==> src/rtl/fft_seq_pkg.sv <==
// Shared constants, FSM state encoding and channel-selection helper for the
// FFT sample sequencer.
package fft_seq_pkg;

    localparam int NPTS  = 16;
    localparam int ADC_W = 12;
    localparam int CH_W  = 3;
    localparam int CNT_W = 16;
    localparam int IDX_W = $clog2(NPTS);

    localparam logic [2:0] ST_IDLE     = 3'd0;
    localparam logic [2:0] ST_COLLECT  = 3'd1;
    localparam logic [2:0] ST_CONVERT  = 3'd2;
    localparam logic [2:0] ST_START    = 3'd3;
    localparam logic [2:0] ST_WAIT_FFT = 3'd4;

    typedef enum logic [2:0] {
        IDLE     = ST_IDLE,
        COLLECT  = ST_COLLECT,
        CONVERT  = ST_CONVERT,
        START    = ST_START,
        WAIT_FFT = ST_WAIT_FFT
    } state_e;

    // Round-robin pick: first set bit of mask at or after start, wrapping 7->0.
    // Scanning the offsets downward lets the smallest offset win.
    function automatic logic [CH_W-1:0] first_enabled(input logic [7:0] mask,
                                                      input logic [CH_W-1:0] start);
        logic [CH_W-1:0] ch;
        first_enabled = start;
        for (int i = 7; i >= 0; i--) begin
            ch = start + CH_W'(i);
            if (mask[ch]) first_enabled = ch;
        end
    endfunction

endpackage

==> src/rtl/fft_sequencer_tick.sv <==
// Sample-rate divider: counts 0..DIV-1 and flags the last count as the tick.
module sample_tick_gen #(
    parameter int FCLK = 50_000_000,
    parameter int FS   = 10_000
) (
    input  logic clk,
    input  logic reset_n,
    output logic tick
);

    localparam int DIV = FCLK / FS;
    localparam int CW  = $clog2(DIV);

    generate
        if (DIV < 4) begin : g_div_check
            $error("sample_tick_gen: FCLK/FS must be at least 4");
        end
    endgenerate

    logic [CW-1:0] count;

    always_ff @(posedge clk or negedge reset_n) begin
        if (!reset_n)                    count <= '0;
        else if (count == CW'(DIV - 1))  count <= '0;
        else                             count <= count + CW'(1);
    end

    assign tick = (count == CW'(DIV - 1));

endmodule

==> src/rtl/fft_sequencer.sv <==
// Collects 16 ADC samples per frame from round-robin enabled channels into the
// sample buffer, then hands the frame to the FFT engine.
module fft_sequencer
    import fft_seq_pkg::*;
#(
    parameter int FCLK = 50_000_000,
    parameter int FS   = 10_000
) (
    input  logic              clk,
    input  logic              reset_n,
    input  logic [7:0]        chan_en,
    output logic              adc_req,
    output logic [CH_W-1:0]   adc_ch,
    input  logic              adc_valid,
    input  logic [ADC_W-1:0]  adc_data,
    output logic              buf_we,
    output logic [IDX_W-1:0]  buf_addr,
    output logic [ADC_W-1:0]  buf_wdata,
    output logic              fft_start,
    input  logic              fft_done,
    output logic [CH_W-1:0]   frame_ch,
    output logic [CNT_W-1:0]  frame_cnt,
    output logic              overrun,
    input  logic              ovr_clr
);

    logic             tick;
    state_e           state;
    logic [CH_W-1:0]  cur_ch;
    logic [CH_W-1:0]  ptr;
    logic [IDX_W-1:0] idx;

    sample_tick_gen #(.FCLK(FCLK), .FS(FS)) u_tick (
        .clk     (clk),
        .reset_n (reset_n),
        .tick    (tick)
    );

    always_ff @(posedge clk or negedge reset_n) begin
        if (!reset_n) begin
            state     <= IDLE;
            cur_ch    <= '0;
            ptr       <= '0;
            idx       <= '0;
            adc_req   <= 1'b0;
            adc_ch    <= '0;
            buf_we    <= 1'b0;
            buf_addr  <= '0;
            buf_wdata <= '0;
            fft_start <= 1'b0;
            frame_ch  <= '0;
            frame_cnt <= '0;
            overrun   <= 1'b0;
        end else begin
            adc_req   <= 1'b0;
            buf_we    <= 1'b0;
            fft_start <= 1'b0;
            // Clear first so a same-cycle overrun set below takes priority.
            if (ovr_clr) overrun <= 1'b0;

            case (state)
                IDLE: begin
                    if (chan_en != 8'h00) begin
                        cur_ch <= first_enabled(chan_en, ptr);
                        idx    <= '0;
                        state  <= COLLECT;
                    end
                end
                COLLECT: begin
                    if (tick) begin
                        adc_req <= 1'b1;
                        adc_ch  <= cur_ch;
                        state   <= CONVERT;
                    end
                end
                CONVERT: begin
                    // A tick here means the ADC is too slow; that sample is lost.
                    if (tick) overrun <= 1'b1;
                    if (adc_valid) begin
                        buf_we    <= 1'b1;
                        buf_addr  <= idx;
                        buf_wdata <= adc_data;
                        if (idx == IDX_W'(NPTS - 1)) begin
                            state <= START;
                        end else begin
                            idx   <= idx + IDX_W'(1);
                            state <= COLLECT;
                        end
                    end
                end
                START: begin
                    fft_start <= 1'b1;
                    frame_ch  <= cur_ch;
                    state     <= WAIT_FFT;
                end
                WAIT_FFT: begin
                    if (fft_done) begin
                        frame_cnt <= frame_cnt + CNT_W'(1);
                        ptr       <= cur_ch + CH_W'(1);
                        state     <= IDLE;
                    end
                end
                default: state <= IDLE;
            endcase
        end
    end

endmodule

==> config.mk <==
export PLATFORM = sky130hd
export DESIGN_NAME = fft_sequencer
export DESIGN_NICKNAME = d
export VERILOG_FILES = /design/src/rtl/fft_seq_pkg.sv /design/src/rtl/fft_sequencer_tick.sv /design/src/rtl/fft_sequencer.sv
export SDC_FILE = /design/constraint.sdc
export NUM_CORES = 1
export LEC_CHECK = 0
export BUFFER_PORTS_ARGS = -buffer_cell sky130_fd_sc_hd__buf_2
export CAP_MARGIN = 20
export CORE_ASPECT_RATIO = 1.4
export CORE_UTILIZATION = 50
export DETAILED_ROUTE_END_ITERATION = 7
export PLACE_DENSITY = 0.8
export RECOVER_POWER = 25
export SYNTH_ARGS = -nofsm -noshare
export SYNTH_HDL_FRONTEND = slang
export SYNTH_SLANG_ARGS = --single-unit
export TNS_END_PERCENT = 100
==> constraint.sdc <==
create_clock -name clk -period 3.15 [get_ports clk]
set_clock_uncertainty 0.1 [all_clocks]
set_input_delay 0 -clock clk [delete_from_list [all_inputs] [get_ports clk]]
set_output_delay 0 -clock clk [all_outputs]
set_load 0.01 [all_outputs]
# After elaboration in Yosys (flattened, before gate mapping)
# Cells that the tools add are included.
# word_totals
reg_bits	68
input_bits	25
output_inout_bits	42
word_cells	96
# op_classes
addsub	11
n_lt_le_gt_ge	8
eq_ne	11
mux	43
reduce_logical	9
# op_table
cell	n
3-bit two-way mux	12
3-bit by 4-bit less-than comparator with 1-bit output, second input constant	8
1-bit binary-select mux with 3-bit select	8
16-bit by 1-bit adder with 16-bit output, second input constant	1
1-bit two-way mux	16
3-bit case mux with 5 select lines	1
13-bit by 1-bit adder with 13-bit output, second input constant	1
13-bit == test, second input constant	1
13-bit two-way mux	1
3-bit adder, second input constant	4
4-bit two-way mux	3
2-bit inequality test, second input constant	5
4-bit case mux with 2 select lines	1
2-bit AND reduction	4
4-bit AND reduction	2
8-bit nonzero test	1
3-bit by 1-bit adder with 3-bit output, second input constant	2
3-bit by 2-bit adder with 3-bit output, second input constant	2
3-bit by 2-bit == test with 1-bit output, second input constant	2
4-bit by 1-bit adder with 4-bit output, second input constant	1
4-bit == test, second input constant	1
3-bit by 1-bit == test with 1-bit output, second input constant	1
3-bit == test, second input constant	1
3-bit zero test	1
2 further kinds	2

# Logic depth before layout (Yosys ltp)
# logic_depth
ltp_word	11
depth_mapped	11

# Modules after synthesis
# A second synthesis with hierarchy kept.
# unflattened
cells_unflattened	341
hier_area_um2	3812.4
# by_module_without_submodules
module	n_inst	cells_each	area_each_um2	seq_area_each_um2
fft_sequencer	1	287	3204.3	1376.3
sample_tick_gen	1	54	608.1	325.3

# Worst setup path after synthesis
# Ideal clock, no wire load.
# synth_path
kind	register to register
startpoint	register ptr[1]
endpoint	register cur_ch[0]
setup_ps	82
t_arrival_ps	2593
required_ps	2968
slack_ps	375
stages_incl_launch_ff	11
path_buffers	2
period_less_slack_ps	2775
cell_sequence	dfrtp_1 clkinv_1 ha_1 buf_2 buf_4 mux2i_1 mux4_2 o211ai_1 a31oi_1 or3_1 a31oi_1
# synth_via
elab_chain_len	11
elab_cells_between_ends	31
classes_between	add/sub (7); mux (24)
# synth_lines
element	line	source
start: declaration	fft_sequencer.sv:30	logic [CH_W-1:0] ptr;
start signal: assignment	fft_sequencer.sv:99	ptr <= cur_ch + CH_W'(1);
3-bit adder	fft_seq_pkg.sv:32	ch = start + CH_W'(i);
1-bit binary-select mux with 3-bit select	fft_seq_pkg.sv:33	if (mask[ch]) first_enabled = ch;
1-bit two-way mux (implied by the code)	fft_seq_pkg.sv:33	
3-bit two-way mux (7 in a row)	fft_seq_pkg.sv:33	
3-bit two-way mux (*)	fft_seq_pkg.sv:33	
end signal: assignment	fft_sequencer.sv:64	cur_ch <= first_enabled(chan_en, ptr);
end: declaration	fft_sequencer.sv:29	logic [CH_W-1:0] cur_ch;
# Mark *: on every way between the ends. The rest lies on a longest branch, timed or not. The select of a mux whose other input is x is not followed.
# A chain may end at the register's enable or synchronous reset.

# Worst setup path after layout
# layout_path
startpoint	register ptr[0]
endpoint	register cur_ch[0]
# The elaborated chain is that of the path after synthesis.

==> impl_metrics.prom <==
# TYPE chip_impl_metric gauge
chip_impl_info{name="outcome",value="complete, no violations"} 1
chip_impl_metric{name="synth_edf_count",unit=""} 0
chip_impl_metric{name="setup_viol_count_final",unit=""} 0
chip_impl_metric{name="synth_nets",unit=""} 376
chip_impl_metric{name="coreArea",unit="µm²"} 7360
chip_impl_metric{name="multi_input_comb_area",unit="µm²"} 1980
chip_impl_metric{name="i_o_pins",unit=""} 67
chip_impl_metric{name="synth.ff_latch_count",unit=""} 68
chip_impl_metric{name="number_of_global_route_vias_before_repair",unit=""} 2947
chip_impl_info{name="clk_root_buffer_cell",value="clkbuf_8"} 1
chip_impl_metric{name="place.gp.congestion",unit=""} 0.872
chip_impl_metric{name="worst_hold_slack",unit="ns"} 0.209
chip_impl_metric{name="timing.setup.tns",unit="ns"} 0
chip_impl_info{name="tritoncts",value="built"} 1
chip_impl_metric{name="vdd.ir_drop.worst",unit="mV"} 0.236
chip_impl_metric{name="layout-area-overhead-vs-synth",unit="%"} 20.2
chip_impl_metric{name="grt_start_max_net_pins",unit=""} 40
chip_impl_info{name="timing.rr.end",value="cur_ch[0]"} 1
chip_impl_metric{name="worst_ep_arrival_time",unit="ns"} 2.84
chip_impl_metric{name="io_buffers",unit=""} 66
chip_impl_info{name="synthFlopType",value="dfrtp_1"} 1
chip_impl_info{name="worstSetupPathType",value="register to register"} 1
chip_impl_metric{name="floorplan.die.height",unit="µm"} 105
chip_impl_metric{name="initial_core_util",unit="%"} 51.8
chip_impl_metric{name="chipWidth",unit="µm"} 75.8
chip_impl_info{name="timing.critical_path.from_type",value="register"} 1
chip_impl_metric{name="holdBufCountCts",unit=""} 16
chip_impl_metric{name="synth_warnings",unit=""} 0
chip_impl_metric{name="routedWlPerCell",unit="µm"} 16.5
chip_impl_metric{name="filler_cell_count",unit=""} 592
chip_impl_metric{name="grt_antenna_before_repair",unit=""} 0
chip_impl_metric{name="min_period",unit="ns"} 2.68
chip_impl_metric{name="num-nets-final",unit=""} 456
chip_impl_metric{name="cts_made_buffers",unit=""} 9
chip_impl_info{name="netlist_top_cells_area",value="dfrtp_1, mux2_2, mux4_2"} 1
chip_impl_info{name="unrepaired_setup_endpoints_after_global_routing",value="no"} 1
chip_impl_metric{name="floorplan.rows",unit=""} 37
chip_impl_metric{name="drive_gt1_share",unit="%"} 23.5
chip_impl_metric{name="period_share",unit="%"} 85.1
chip_impl_metric{name="cp_data_required_time",unit="ns"} 3.31
chip_impl_metric{name="cap_viol_max_count",unit=""} 0
chip_impl_metric{name="grt-ovfl-total",unit=""} 0
chip_impl_metric{name="drt-pass1-iter-count",unit=""} 4
chip_impl_info{name="crit_path_end_kind",value="register"} 1
chip_impl_info{name="rr_startpoint",value="ptr[0]"} 1
chip_impl_metric{name="fmax",unit="MHz"} 373
chip_impl_metric{name="post_cts_resize_count",unit=""} 0
chip_impl_metric{name="ctsHtreeMaxLevel",unit=""} 3
chip_impl_metric{name="synth-seq-area-share",unit="%"} 44.6
chip_impl_metric{name="design.die.area",unit="µm²"} 7980
chip_impl_metric{name="setup.reg_to_reg.worst_slack",unit="ns"} 0.47
chip_impl_metric{name="drc",unit=""} 0
chip_impl_metric{name="synthesis.area_per_instance",unit="µm²"} 11.1
chip_impl_metric{name="wire_length_of_the_first_global_routing_pass",unit="µm"} 14000
chip_impl_info{name="synth.largest_area_cell",value="dfrtp_1"} 1
chip_impl_metric{name="sequential_cell_area",unit="µm²"} 1700
chip_impl_metric{name="worstSkewPairLatency",unit="ns"} 0.33
chip_impl_metric{name="dr_total_vias",unit=""} 3004
chip_impl_metric{name="final_hold_viol_count",unit=""} 0
chip_impl_metric{name="antennaDiodeCount",unit=""} 0
chip_impl_metric{name="power_density",unit="nW/µm²"} 390
chip_impl_metric{name="critPathMaxFanout",unit=""} 13
chip_impl_metric{name="slew_headroom",unit="%"} 43.2
chip_impl_metric{name="worst_setup_hold_path_clk_slew",unit="ns"} 0.07
chip_impl_info{name="worst_hold_path_class",value="primary input to asynchronous set/reset pin"} 1
chip_impl_metric{name="antenna_left",unit=""} 0
chip_impl_metric{name="ys_async_sr_fraction",unit="%"} 100
chip_impl_metric{name="routed_via_count_divided_by_cell_count",unit=""} 5.70
chip_impl_metric{name="worst_r2r_path_depth",unit=""} 9
chip_impl_metric{name="synth_top_cell_area_share",unit="%"} 44.6
chip_impl_metric{name="finalInstanceArea",unit="µm²"} 4580
chip_impl_metric{name="p_leak",unit="µW"} 0.00208
chip_impl_metric{name="grt_use_total",unit="%"} 23.1
chip_impl_metric{name="clock_sinks",unit=""} 68
chip_impl_metric{name="dr.first_iter.drc_count",unit=""} 213
chip_impl_metric{name="routed_wirelength",unit="µm"} 8690
chip_impl_metric{name="syn_inst",unit=""} 345
chip_impl_metric{name="place.detailed.hpwl",unit="µm"} 5970
chip_impl_metric{name="slew_viol_final",unit=""} 0
chip_impl_metric{name="cts_max_path_buffers",unit=""} 2
chip_impl_metric{name="ys_types",unit=""} 52
chip_impl_metric{name="synth_area",unit="µm²"} 3810
chip_impl_metric{name="dpl_cell_area",unit="µm²"} 4260
chip_impl_metric{name="worst_slew_pin_slew",unit="ns"} 0.852
chip_impl_metric{name="post_cts_setup_buffer_count",unit=""} 0
sequential cells by signal, indices dropped and copies added, names as in the netlist:
name,flops
frame_cnt,16
u_tick.count,13
buf_wdata,12
buf_addr,4
idx,4
adc_ch,3
cur_ch,3
frame_ch,3
ptr,3
state,3
adc_req,1
buf_we,1
fft_start,1
overrun,1
critical path, cell delays in order (launching register included):
cell,delay (ns)
dfrtp_1,0.39
inv_2,0.15
ha_1,0.29
buf_4,0.22
mux2i_1,0.18
mux4_2,0.50
o211ai_1,0.18
a31oi_1,0.11
or3_1,0.32
a31oi_1,0.16
layout by cell type, fill, tap and decap left out, types with 7 or more instances in the layout:
| cell type | synthesis | routed |
|---|---|---|
| xnor2_1 | 19 | 19 |
| buf_2 | 3 | 25 |
| nand4_1 | 7 | 7 |
| mux2_2 | 30 | 30 |
| nor2_1 | 29 | 29 |
| dfrtp_1 | 68 | 68 |
| inv_1 | 9 | 9 |
| nand3_1 | 12 | 12 |
| nand2_1 | 22 | 22 |
| clkbuf_8 | 0 | 9 |
| o21ai_0 | 8 | 8 |
| nand2b_1 | 8 | 8 |
| buf_4 | 2 | 11 |
| dlygate4sd3_1 | 0 | 16 |
| mux2i_1 | 13 | 13 |
| mux4_2 | 15 | 15 |
| xor2_1 | 11 | 11 |
| clkbuf_1 | 18 | 41 |
cell families after synthesis:
logic type	Yosys count	synth area share (%)
buf+inv	35	3.74
fa+ha+maj	6	1.97
flops	68	44.6
mux	60	21.7
simple gates	107	14.0
xor+xnor	30	6.89
compound gates	39	6.99
report_power, final:
part           total [µW]  internal (µW)  leakage (µW)  switching, µW
combinational         131           64.0       0.00106           67.5
clock                 770            443      0.000109            327
sequential            887            878      0.000914           9.01
total                1790           1380       0.00208            403
how the worst max path moves through the flow:
stage | start | end | slack, ns | cells past startpoint
finish | ptr[0] | cur_ch[0] | 0.47 | 9
global route | ptr[0] | cur_ch[1] | 0.32 | 8
CTS | ptr[0] | cur_ch[0] | 0.46 | 9
detailed placement | ptr[0] | cur_ch[0] | 0.48 | 9
global placement | ptr[0] | cur_ch[0] | 0.57 | 9
floorplan | ptr[1] | cur_ch[0] | 0.38 | 10
through the flow:
| step | util, % | setup slack (ns) | cells | total power, µW |
|---|---|---|---|---|
| after floorplan | - | 0.375 | 345 | 966 |
| after global placement | 57.8 | 0.574 | 495 | 1010 |
| after detailed placement | 57.8 | 0.483 | 495 | 1020 |
| after CTS | 62.9 | 0.463 | 527 | 1800 |
| after global routing | 62.2 | 0.318 | 527 | 1860 |
| final | 62.2 | 0.468 | 527 | 1790 |
cell type report:
cell class / instances / share of cell area [%]
well taps: 97 / 2.65
clock inverters: 7 / 1.99
clock buffers: 9 / 2.70
flip-flops and latches: 68 / 37.1
multi-input cells: 242 / 43.2
inverters: 11 / 0.901
repair buffers: 93 / 11.4
per-layer routing:
metal	global-route usage, %	share of wire, %
met5	0	0
met4	9.39	2.0
met3	2.96	3.4
met2	40.1	54
met1	27.8	40
Yosys cell counts (5+ instances only):
cell / instances
mux2i_1: 13
mux2_2: 30
nand2b_1: 8
a21oi_1: 5
and3_1: 6
inv_1: 9
xor2_1: 11
nand2_1: 22
nand3_1: 12
xnor2_1: 19
o21ai_0: 8
clkbuf_1: 18
nor2_1: 29
dfrtp_1: 68
nand4_1: 7
mux4_2: 15
ha_1: 6
nor3_1: 5
Power figures use the tool's default switching activity.
